--- src/rtl/seq_alu.sv ---
// seq_alu: registered W-bit ALU, start/done handshake, optional shift-add mul.
// Ports: ck, rst_n (async low), start, op[2:0], in1/in2[W-1:0] ->
//   out1[W-1:0], zero, carry, ovf, err, busy, done. Macro: SEQ_ALU_MUL_EN.
module seq_alu #(
  parameter int W  = 8,
  parameter int CW = $clog2(W) + 1
) (
  input  logic         ck,
  input  logic         rst_n,
  input  logic         start,
  input  logic [2:0]   op,
  input  logic [W-1:0] in1,
  input  logic [W-1:0] in2,
  output logic [W-1:0] out1,
  output logic         zero,
  output logic         carry,
  output logic         ovf,
  output logic         err,
  output logic         busy,
  output logic         done
);

  if (W < 2 || (1 << CW) < W) begin : g_bad_param
    $error("seq_alu: illegal W/CW");
  end

  logic [W:0]   sum;
  logic [W:0]   dif;
  logic [W-1:0] res;
  logic         res_c;
  logic         res_v;
  logic         res_e;
  logic         lt;

  assign sum = {1'b0, in1} + {1'b0, in2};
  assign dif = {1'b0, in1} - {1'b0, in2};
  assign lt  = $signed(in1) < $signed(in2);

  always_comb begin
    res   = '0;
    res_c = 1'b0;
    res_v = 1'b0;
    res_e = 1'b0;
    unique case (op)
      3'b000: begin
        res   = sum[W-1:0];
        res_c = sum[W];
        res_v = (in1[W-1] == in2[W-1]) &&
                (sum[W-1] != in1[W-1]);
      end
      3'b001: begin
        res   = dif[W-1:0];
        res_c = dif[W];
        res_v = (in1[W-1] != in2[W-1]) &&
                (dif[W-1] != in1[W-1]);
      end
      3'b010: res = in1 & in2;
      3'b011: res = in1 | in2;
      3'b100: res = in1 ^ in2;
      3'b101: res = W'(lt);
      3'b110: begin
`ifdef SEQ_ALU_MUL_EN
        res_e = 1'b0;
`else
        res_e = 1'b1;
`endif
      end
      3'b111: res = in2;
    endcase
  end

  logic [W-1:0] out1_n;
  logic         zero_n;
  logic         carry_n;
  logic         ovf_n;
  logic         err_n;
  logic         done_n;
  logic         ld;

`ifdef SEQ_ALU_MUL_EN
  typedef enum logic {IDLE = 1'b0, MUL = 1'b1} state_t;

  state_t         state, state_n;
  logic [2*W-1:0] acc, acc_n, acc_add;
  logic [2*W-1:0] mcand, mcand_n;
  logic [W-1:0]   mplier, mplier_n;
  logic [CW-1:0]  cnt, cnt_n;

  assign busy    = (state == MUL);
  assign acc_add = acc + (mplier[0] ? mcand : '0);
`else
  assign busy = 1'b0;
`endif

  always_comb begin
    out1_n  = out1;
    zero_n  = zero;
    carry_n = carry;
    ovf_n   = ovf;
    err_n   = err;
    done_n  = 1'b0;
    ld      = 1'b0;
`ifdef SEQ_ALU_MUL_EN
    state_n  = state;
    acc_n    = acc;
    mcand_n  = mcand;
    mplier_n = mplier;
    cnt_n    = cnt;
    unique case (state)
      IDLE: begin
        if (start && op == 3'b110) begin
          state_n  = MUL;
          acc_n    = '0;
          cnt_n    = '0;
          mcand_n  = {{W{1'b0}}, in1};
          mplier_n = in2;
        end else if (start) begin
          ld = 1'b1;
        end
      end
      MUL: begin
        acc_n    = acc_add;
        mcand_n  = mcand << 1;
        mplier_n = mplier >> 1;
        cnt_n    = cnt + 1'b1;
        // last iteration: fold final partial product straight into out1
        if (cnt == CW'(W - 1)) begin
          state_n = IDLE;
          cnt_n   = '0;
          out1_n  = acc_add[W-1:0];
          zero_n  = (acc_add[W-1:0] == '0);
          carry_n = |acc_add[2*W-1:W];
          ovf_n   = 1'b0;
          err_n   = 1'b0;
          done_n  = 1'b1;
        end
      end
    endcase
`else
    ld = start;
`endif
    if (ld) begin
      out1_n  = res;
      zero_n  = (res == '0);
      carry_n = res_c;
      ovf_n   = res_v;
      err_n   = res_e;
      done_n  = 1'b1;
    end
  end

  always_ff @(posedge ck or negedge rst_n) begin
    if (!rst_n) begin
      out1  <= '0;
      zero  <= 1'b0;
      carry <= 1'b0;
      ovf   <= 1'b0;
      err   <= 1'b0;
      done  <= 1'b0;
    end else begin
      out1  <= out1_n;
      zero  <= zero_n;
      carry <= carry_n;
      ovf   <= ovf_n;
      err   <= err_n;
      done  <= done_n;
    end
  end

`ifdef SEQ_ALU_MUL_EN
  always_ff @(posedge ck or negedge rst_n) begin
    if (!rst_n) begin
      state  <= IDLE;
      acc    <= '0;
      mcand  <= '0;
      mplier <= '0;
      cnt    <= '0;
    end else begin
      state  <= state_n;
      acc    <= acc_n;
      mcand  <= mcand_n;
      mplier <= mplier_n;
      cnt    <= cnt_n;
    end
  end
`endif

endmodule

--- config.mk ---
export PLATFORM = sky130hd
export DESIGN_NAME = seq_alu
export DESIGN_NICKNAME = d
export VERILOG_FILES = /design/src/rtl/seq_alu.sv
export SDC_FILE = /design/constraint.sdc
export NUM_CORES = 1
export LEC_CHECK = 0
export ABC_CLOCK_PERIOD_IN_PS = 800
export BUFFER_PORTS_ARGS = -buffer_cell sky130_fd_sc_hd__buf_2
export CAP_MARGIN = 20
export CORE_UTILIZATION = 51
export DETAILED_ROUTE_END_ITERATION = 16
export PLACE_DENSITY = 0.78
export SYNTH_ARGS = -nofsm -noshare
export SYNTH_HDL_FRONTEND = slang
export SYNTH_SLANG_ARGS = --single-unit
--- constraint.sdc ---
create_clock -name ck -period 0.8 [get_ports ck]
set_input_delay 0.04 -clock ck [delete_from_list [all_inputs] [get_ports ck]]
set_output_delay 0.04 -clock ck [all_outputs]
set_load 0.02 [all_outputs]
# ---- Yosys cells after proc, flatten, opt, wreduce, memory -nomap -nowiden
# Index checks and enable logic that the tools add are counted.
dict set report word_totals {
  out_inout_bits 14
  reg_bits 13
  elab_cells 32
  inputBits 22
}
dict set report classes {
  eq_ne 11
  muxes 5
  n_reduce_logical 4
  bitwise_logic 3
  addsub 2
  n_lt_le_gt_ge 1
}
# cell n
set op_table {}
lappend op_table {{$pmux 8 s7} 1}
lappend op_table {{$eq 3x3->1 const B} 4}
lappend op_table {{$add 8x8->9} 1}
lappend op_table {{$sub 8x8->9} 1}
lappend op_table {{$and 8x8->8} 1}
lappend op_table {{$logic_not 8->1} 1}
lappend op_table {{$lt 8x8->1} 1}
lappend op_table {{$or 8x8->8} 1}
lappend op_table {{$xor 8x8->8} 1}
lappend op_table {{$eq 3x2->1 const B} 2}
lappend op_table {{$pmux 1 s2} 2}
lappend op_table {{$eq 3x1->1 const B} 1}
lappend op_table {{$logic_not 3->1} 1}
lappend op_table {{$ne 1x1->1} 3}
lappend op_table {{$logic_and 1x1->1} 2}
lappend op_table {{$mux 1} 2}
lappend op_table {{$eq 1x1->1} 1}

# ---- Depth between registers and ports, before layout
dict set report logic_depth {
  word_depth 4
  depth_mapped 11
}

# ---- Least setup slack after synthesis
# Ideal clock, no wire load.
dict set report synth_timing {
  path_kind {input -> register}
  start {input port in1[0]}
  end {register zero}
  setup_ns 0.066
  n_path_buf 0
  path_slack_ns -1.069
  cell_stages 8
  arrival_time_ns 1.803
  cell_sequence {ha_1 fa_1 nor2b_2 xnor2_1 a221o_1 a2111oi_2 and4_1 a41o_1}
}
dict set report synth_between {
  elab_chain_cells 3
  word_cells_on_any_way 8
  classes_between {add/sub (2); order compare (1); mux (1); bitwise (3); reduce/logical (1)}
}
# item line_no
set synth_lines {}
lappend synth_lines {{start: declaration} 12} ;# input logic [W-1:0] in1,
lappend synth_lines {{$sub 8x8->9 (tied with other cells)} 36} ;# assign dif = {1'b0, in1} - {1'b0, in2};
lappend synth_lines {{$pmux 8 s7 (*)} 44} ;# unique case (op)
lappend synth_lines {{$logic_not 8->1 (*)} 144} ;# zero_n = (res == '0);
lappend synth_lines {{end signal: assignment} 162} ;# zero <= zero_n;
lappend synth_lines {{end: declaration} 15} ;# output logic zero,
# Every way passes the cells marked *; elsewhere a longest branch is shown, timed or not.
# A chain may end at the register's enable or synchronous reset.

# ---- Final worst setup path
# Same ends and word-level chain as after synthesis.

==> impl_metrics.yaml <==
floorplan:
  area_of_the_die_sq_mm: 0.00381
  rows: 21
  initial_utilization_pct: 53.7
  floorplan.io_pins: 36
  core_region_area_sq_mm: 0.00339
  die-width_um: 61.7
  die_h_um: 61.7
clock_network:
  cts_max_path_buffers: 2
  tritoncts.num_buffers: 3
  clk_root_buffer_cell: "sky130_fd_sc_hd__clkbuf_4"
  path_clk_slew_ps: 80
  latest_clock_arrival_within_the_worst_skew_pair_ps: 290
  cts_num_sinks: 13
  h-tree-depth: 1
  tritoncts_clock_tree: "built"
worst_setup_path:
  endpoint: "zero"
  worstReg2RegStart: "zero"
  worst_r2r_path_depth: 2
  worstSetupPathType: "input pin to flop"
  end_kind: "flop"
  reg_to_reg_endpoint: "zero"
  critical_path_rt_ps: 1020
  r2r_setup_slack_ps: -120
  crit_arrival_ps: 2170
  critical_path.max_fanout: 2
  crit_path_start: "in1[0]"
  startpoint_type: "input pin"
detailed_routing:
  drt_iter0_drc: 376
  remaining_drc_errors: 0
  drt_pre_antenna_iters: 6
  vias: 2511
  drtAntennaViolNets: 0
  avgRoutedWirePerCell_um: 23.5
  route.final.wire_length_um: 8880
  detail_route.vias_per_cell: 6.66
synthesis:
  yosysTopAreaCell: "sky130_fd_sc_hd__ha_1"
  synth_top_area_share_pct: 18.6
  yosys_warnings: 0
  synthDistinctLibCells: 56
  synth-edff-count: 0
  post_synth_instance_area_sq_mm: 0.00182
  synth_nets: 271
  synth.ff_latch_count: 13
  synthArstFlopShare_pct: 100
  yosysSeqAreaShare_pct: 17.9
  post_synth_main_area_contributors: "sky130_fd_sc_hd__ha_1, sky130_fd_sc_hd__dfrtp_1, sky130_fd_sc_hd__a21oi_1"
  synthesis.instances: 220
  synth_area_per_cell_sq_um: 8.27
  yosysMostFrequentCell: "sky130_fd_sc_hd__ha_1"
  most_used_dff_post_synth: "sky130_fd_sc_hd__dfrtp_1"
  ys_top_cells_by_count: "sky130_fd_sc_hd__ha_1, sky130_fd_sc_hd__a21oi_1, sky130_fd_sc_hd__inv_1"
pwr:
  total_leakage_power_nw: 1.51
  vdd_drop_max_v: 0.000577
  pwr_density_cell_mw_per_mm2: 1120
global_route:
  antenna_found_initial: 0
  grt_start_max_net_pins: 23
  grt.overflow.total: 0
  first_pass_grt_wire_length_um: 12200
  number_of_global_route_vias_before_repair: 2322
  grt_util_all_layers_pct: 46.0
final_layout:
  area.sequential_sq_um: 327
  syn2layout_area_growth_pct: 72.0
  design_area_sq_mm: 0.00313
  area_of_the_multi_input_gates_sq_mm: 0.00164
  antenna_cells_inserted: 0
  post_layout_nonfiller_instances: 377
  number_of_fillers_in_the_final_layout: 122
  fraction_of_final_layout_cells_with_drive_strength_greater_than_1_pct: 57.7
  layout.nets: 383
timing:
  fin_crit_sh_pct: 243
  final_hold_viol_count: 0
  rsz0062_at_grt: "yes"
  timing.clock.skew_ps: 0
  max_clock_freq_mhz: 514
  finalSetupViolations: 24
  final.min_clock_period_ps: 1940
  final_critical_path_setup_slack_ps: -1140
  report.final.slew_viol_count: 0
placed_design:
  buffers_added_on_ports: 34
  dpl_cell_area_sq_mm: 0.00268
  routabilityCongestion: 0.941
  placed_cells_incl_taps: 360
  dp_hpwl_um: 4350
min_path:
  hold_removal_path_class: "input pin to asynchronous set/reset pin"
status:
  outcome: "complete, but fails checks"
  violations: "negative setup slack"
flow_run:
  drv_cap: 0
worst min path at each step:
stage | start | end | depth (start not counted)
2_1_floorplan | rst_n | carry | 0
3_3_place_gp | rst_n | out1[2] | 1
3_5_place_dp | rst_n | out1[2] | 1
4_1_cts | start | done | 2
5_1_grt | start | done | 2
6_report | rst_n | done | 2
flip-flops by register name (all words and copies together) (netlist names):
name / count
carry: 1
done: 1
err: 1
out1: 8
ovf: 1
zero: 1
cell type report:
cell class / instances / area share (%)
clock buffer: 4 / 0.840
inverter: 23 / 3.72
multi-input combinational: 170 / 52.3
sequential: 13 / 10.4
tap: 46 / 1.84
timing repair buffer: 121 / 30.8
what timing repair did:
action | 4_1_cts | 5_1_grt
hold endpoints to repair | 13 | 0
hold buffers | 1 | 0
endpoints found under the setup margin | 24 | 25
pin swaps | 21 | 20
gates resized for setup | 54 | 29
buffers inserted | 16 | 5
power by group:
| group | total (mW) | internal (mW) | switching [mW] |
|---|---|---|---|
| registers | 0.807 | 0.731 | 0.0756 |
| clock network | 0.431 | 0.194 | 0.237 |
| logic | 2.26 | 1.08 | 1.18 |
per-layer routing:
layer / global-route usage [%] / routed length [um]
met5: 0 / 0
met4: 27.3 / 772
met3: 23.2 / 1080
met2: 77.3 / 4040
met1: 45.8 / 2990
critical path, cell delays in order:
cell                        delay (ps)
sky130_fd_sc_hd__buf_12            120
sky130_fd_sc_hd__inv_12             50
sky130_fd_sc_hd__ha_4              120
sky130_fd_sc_hd__inv_2              40
sky130_fd_sc_hd__fa_2              410
sky130_fd_sc_hd__xor2_2            190
sky130_fd_sc_hd__o21ai_2            70
sky130_fd_sc_hd__a221o_1           320
sky130_fd_sc_hd__a2111oi_2         330
sky130_fd_sc_hd__and4_1            290
sky130_fd_sc_hd__a41o_1            180
logic make-up (layout without fill, tap and decap cells):
group                    after synthesis  count (layout)  synth area share [%]
AND/OR/NAND/NOR                       54              54                  16.5
other                                  1               1                 0.206
buffers and inverters                 37             148                  9.22
flip-flops                            13              13                  17.9
AO/OA/AOI/OAI                         69              69                  26.5
multiplexers                          10              10                  5.50
XOR/XNOR                               7               7                  3.37
adder cells (fa/ha/maj)               29              29                  20.8
per-stage QoR:
stage                     setup slack, ps  hold slack (ps)  TNS, ps  util (%)  power [mW]
final                               -1140              162   -10340      92.3        3.50
after global routing                -1410              171   -11720      92.3        3.66
after CTS                            -866              132    -7860      88.0        3.09
after detailed placement            -1300            -70.3   -11840      79.1        2.40
after global placement              -1170            -69.4   -10950      79.1        2.34
after floorplan                      -904             -256    -7110         -        1.71
placed cells by master (no fill, tap or decap), drive strengths merged, types with 2 or more instances in the layout:
cell type	netlist	layout
a22oi	4	4
fa	2	2
xnor2	5	5
o21bai	2	2
a32o	2	2
o211ai	2	2
nand2	14	14
a31oi	3	3
buf	12	120
nor4	2	2
nor2b	6	6
clkbuf	2	4
nand3	2	2
a211oi	2	2
o21a	2	2
a21o	4	4
mux2i	10	10
dfrtp	13	13
a21oi	24	24
o311a	2	2
inv	23	23
o21ai	8	8
ha	27	27
a22o	4	4
xor2	2	2
nor2	18	18
nor3b	3	3
a221oi	2	2
Note: power is estimated with default switching activity, not from simulation.
